File: config.mk
export PLATFORM = sky130hd
export DESIGN_NAME = serial_demux_1by8
export DESIGN_NICKNAME = d
export VERILOG_FILES = /design/src/rtl/serial_demux_1by8.sv
export SDC_FILE = /design/constraint.sdc
export NUM_CORES = 1
export LEC_CHECK = 0
export CAP_MARGIN = 10
export CORE_MARGIN = 2
export CORE_UTILIZATION = 46
export DETAILED_ROUTE_END_ITERATION = 8
export PLACE_DENSITY = 0.8
export SYNTH_ARGS = -nofsm -noshare
export SYNTH_HDL_FRONTEND = slang
export SYNTH_SLANG_ARGS = --single-unit
File: constraint.sdc
create_clock -name clk -period 4.3 [get_ports clk]
set_input_delay 1.075 -clock clk [delete_from_list [all_inputs] [get_ports clk]]
set_output_delay 1.075 -clock clk [all_outputs]
set_load 0.005 [all_outputs]
File: src/rtl/serial_demux_1by8.sv
// Receive end of an 8:1 select-mux serial link: steers each accepted bit into the
// slot picked by a 3-bit counter and presents the finished word on a valid/ready port.
module serial_demux_1by8 #(
  parameter int N_OUT = 8,
  parameter int SEL_W = 3
) (
  input  logic             clk,
  input  logic             rst_n,
  input  logic             din,
  input  logic             din_valid,
  output logic             din_ready,
  input  logic             sof,
  output logic [N_OUT-1:0] dout,
  output logic             dout_valid,
  input  logic             dout_ready,
  output logic [SEL_W-1:0] slot,
  output logic             frame_err
);

  localparam logic [SEL_W-1:0] LAST_SLOT = SEL_W'(N_OUT - 1);

  logic [SEL_W-1:0] r_slot;
  logic [N_OUT-1:0] r_asm;
  logic [N_OUT-1:0] r_dout;
  logic             r_dout_valid;
  logic             r_frame_err;

  logic             w_accept;
  logic [SEL_W-1:0] w_ts;
  logic             w_last;
  logic [N_OUT-1:0] w_asm_next;

  // Stall only the final bit of a frame, and only when the held word cannot leave.
  assign din_ready = !((r_slot == LAST_SLOT) && r_dout_valid && !dout_ready);
  assign w_accept  = din_valid && din_ready;
  assign w_ts      = sof ? '0 : r_slot;
  assign w_last    = (w_ts == LAST_SLOT);

  always_comb begin
    w_asm_next       = r_asm;
    w_asm_next[w_ts] = din;
  end

  always_ff @(posedge clk or negedge rst_n) begin
    if (!rst_n) begin
      r_slot       <= '0;
      r_asm        <= '0;
      r_dout       <= '0;
      r_dout_valid <= 1'b0;
      r_frame_err  <= 1'b0;
    end else begin
      r_frame_err <= w_accept && sof && (r_slot != '0);
      if (w_accept) begin
        r_asm <= w_asm_next;
        if (w_last) begin
          r_dout <= w_asm_next;
          r_slot <= '0;
        end else begin
          r_slot <= w_ts + SEL_W'(1);
        end
      end
      // A completing frame wins over the consumer draining the held word.
      if (w_accept && w_last) begin
        r_dout_valid <= 1'b1;
      end else if (dout_ready) begin
        r_dout_valid <= 1'b0;
      end
    end
  end

  assign slot       = r_slot;
  assign dout       = r_dout;
  assign dout_valid = r_dout_valid;
  assign frame_err  = r_frame_err;

endmodule

==> summary.md <==
| Metric | Value |
|---|---|
| Crit path max-delay cell type | clkdlybuf4s50_1 |
| Synth Warn # | 0 |
| Syn nets | 97 |
| Area growth from synthesis to layout | 18.61% |
| Clock latency at the later pin of the worst-skew pair | 0.30 ns |
| Kind of critical path | in2out |
| DR WL/cell | 14.61 um |
| Mapped Avg Cell Area | 12.39 um2 |
| Min Tclk post-route | 3.474 ns |
| Post-layout util | 58.54% |
| Final Routed Wirelength | 1958 um |
| Sw Share | 30.37% |
| Synth top area share | 47.67% |
| Ant. Diodes | 0 |
| DIE AREA | 2804 um2 |
| Relative slew slack | 39.60% |
| Seq pwr share | 53.2% |
| Sum of negative setup slack | 0 ns |
| Drc violations | 0 |
| Clock power frac | 17.1% |
| Design area | 1308 um2 |
| RSZ-0062 raised after global routing | false |
| Setup Fix Bufs, Post-CTS | 0 |
| CTS tree | built |
| Place WS | 0.8183 ns |
| Predominant post-synthesis flop cell | dfrtp_1 |
| Synth area leader | dfrtp_1 |
| Iter 0 DRT Violations | 3 |
| Antenna Nets Post-Route | 0 |
| Pins Over Slew Limit | 0 |
| Leak | 0.5896 nW |
| Achievable frequency | 0.2879 GHz |
| Worst Path Arrival | 2.40 ns |
| Clock skew | 0.001204 ns |
| Share of cells above drive strength 1 | 18.87% |
| Status | finished, final reports clean |
| Most common cell in the synthesized netlist | dfrtp_1 |
| Die span in x | 52.95 um |
| Clock Path Buffers | 2 |
| Vias in the first global route | 743 |
| EDFF count, synth | 0 |
| Final period util | 80.79% |
| Fillers | 206 |
| Die H | 52.95 um |
| Final hold viol count | 0 |
| Io pins | 20 |
| Overall power | 0.0005594 W |
| Area contributors post-synth | dfrtp_1 (48%), mux2i_1 (14%), mux2_2 (9.2%) |
| GRT Residual Overflow | 0 |
| Worst Setup End Kind | primary output |
| GRT Util Overall | 16.18% |
| Max VDD drop | 305.5 uV |
| Distinct cells, synth | 25 |
| HP Class | reg2reg |
| Setup violators final | 0 |
| Max-cap violations | 0 |
| DP HPWL | 1323 um |
| Core area | 2233 um2 |
| Crit path setup slack, layout | 0.8261 ns |
| Gate power share | 29.7% |
| Most instantiated cells after synthesis | dfrtp_1 (21), mux2i_1 (15), inv_1 (12) |
| #FFs+latches synth | 21 |
| Routed vias | 730 |
| TritonCTS Buffers | 3 |
| CP most frequent cell | clkdlybuf4s50_1 |
| Initial Utilization | 49.36% |
| Initial antenna violation count | 0 |
| Switch Pwr | 0.0001699 W |
| H-tree levels | 1 |
| Crit path cell chain | clkdlybuf4s50_1 > and4b_2 > nand2_1 > clkdlybuf4s50_1 |
| Reg clk slew, reported paths | 0.11 ns |
| Critical Path RT | 3.22 ns |
| Sequential area share after synthesis | 47.67% |
| Final nets | 115 |
| Placed Area | 1281 um2 |
| Clk sinks | 21 |
| GPL Wtd Cong | 0.7099 |
| Power Density | 427.8 nW/um2 |
| Pin count of the biggest net entering global routing | 22 |
| Slew @ Worst Pin | 0.9031 ns |
| Post-synth ARST share | 100.0% |
| Post-DR vias/cell | 5.448 |
| Critical Path Source Type | input port |
| DRT Pass-1 Iters | 4 |
| Post-CTS Hold Buffers | 0 |
| Port Buffers | 19 |
| Max incr delay on CP | 0.50 ns |
| Worst-path fanout max | 3 |
| CTS-repair resized insts | 0 |
| CP Buf/Inv Count | 2 |
| Global-route wire length before repair | 3215 um |
| Crit path max-delay family | buffers and inverters |
| Root buffer selected by CTS | clkbuf_4 |
| Site Rows | 17 |
| Mapped Area | 1102 um2 |
| Syn Inst Count | 89 |
| P_int | 0.0003895 W |
## cells by family (layout without fill, tap and decap cells)
| group | Yosys count | in the layout | share of synthesized area [%] |
|---|---|---|---|
| multiplexers | 25 | 25 | 24.18 |
| flip-flops | 21 | 21 | 47.67 |
| AND/OR/NAND/NOR | 18 | 18 | 13.39 |
| buffers and inverters | 18 | 35 | 8.285 |
| AO/OA/AOI/OAI | 5 | 5 | 4.199 |
| adder cells (fa/ha/maj) | 2 | 2 | 2.270 |
## flip-flops by register name, indices dropped and copies added, names as in the netlist
name        flops
dout            8
dout_valid      1
frame_err       1
r_asm           8
slot            3
## layer usage
| metal | wire length (um) | up-vias | track usage, % |
|---|---|---|---|
| li1 | - | 342 | - |
| met1 | 893 | 365 | 18.08 |
| met2 | 949 | 20 | 29.17 |
| met3 | 84 | 3 | 3.390 |
| met4 | 31 | 0 | 7.265 |
| met5 | 0 | - | 0 |
## path summary, 6_finish.rpt
check                            end       start  slack [ns]  cells after the start
max in group asynchronous    dout[3]       rst_n        2.49                      1
max                        din_ready  dout_ready        0.83                      4
max reg2reg                  dout[2]     slot[0]        2.24                      6
min reg2reg                 r_asm[1]    r_asm[1]        0.51                      1
min in group asynchronous    slot[2]       rst_n        1.27                      1
min                         r_asm[1]    r_asm[1]        0.51                      1
## power groups by stage
stage	clock network, W	logic (W)	registers, W
finish	0.0000958	0.000166	0.000298
global route	0.000110	0.000185	0.000307
CTS	0.0000988	0.000169	0.000298
detailed placement	0	0.000168	0.000302
global placement	0	0.000161	0.000297
floorplan	0	0.000123	0.000282
## area by class of cell
type	count	area [um2]	share of cell area, %
clock buffers	4	26.28	2.010
inverters	12	45.04	3.445
multi-input cells	50	485.5	37.13
flip-flops and latches	21	525.5	40.19
well taps	28	35.03	2.679
repair buffers	19	190.2	14.55
## cell usage in the layout, fill, tap and decap left out, drive strengths merged
cell / n
a21boi: 1
nor4b: 3
nor2: 1
nor3: 1
nor2b: 3
or4b: 1
nand2: 3
nand4b: 1
mux2i: 15
a21oi: 2
ha: 2
clkdlybuf4s50: 19
mux2: 10
clkbuf: 4
and4b: 1
inv: 12
and4bb: 3
dfrtp: 21
and3b: 1
o21ai: 1
o311ai: 1
## through the flow
| stage | instances | hold slack [ns] |
|---|---|---|
| 4_1_cts | 134 | 0.5195 |
| 5_1_grt | 134 | 0.5488 |
| 6_report | 134 | 0.5146 |
| 3_3_place_gp | 130 | 0.4857 |
| 2_1_floorplan | 89 | 0.4766 |
| 3_5_place_dp | 130 | 0.4920 |
Power figures use the tool's default switching activity.
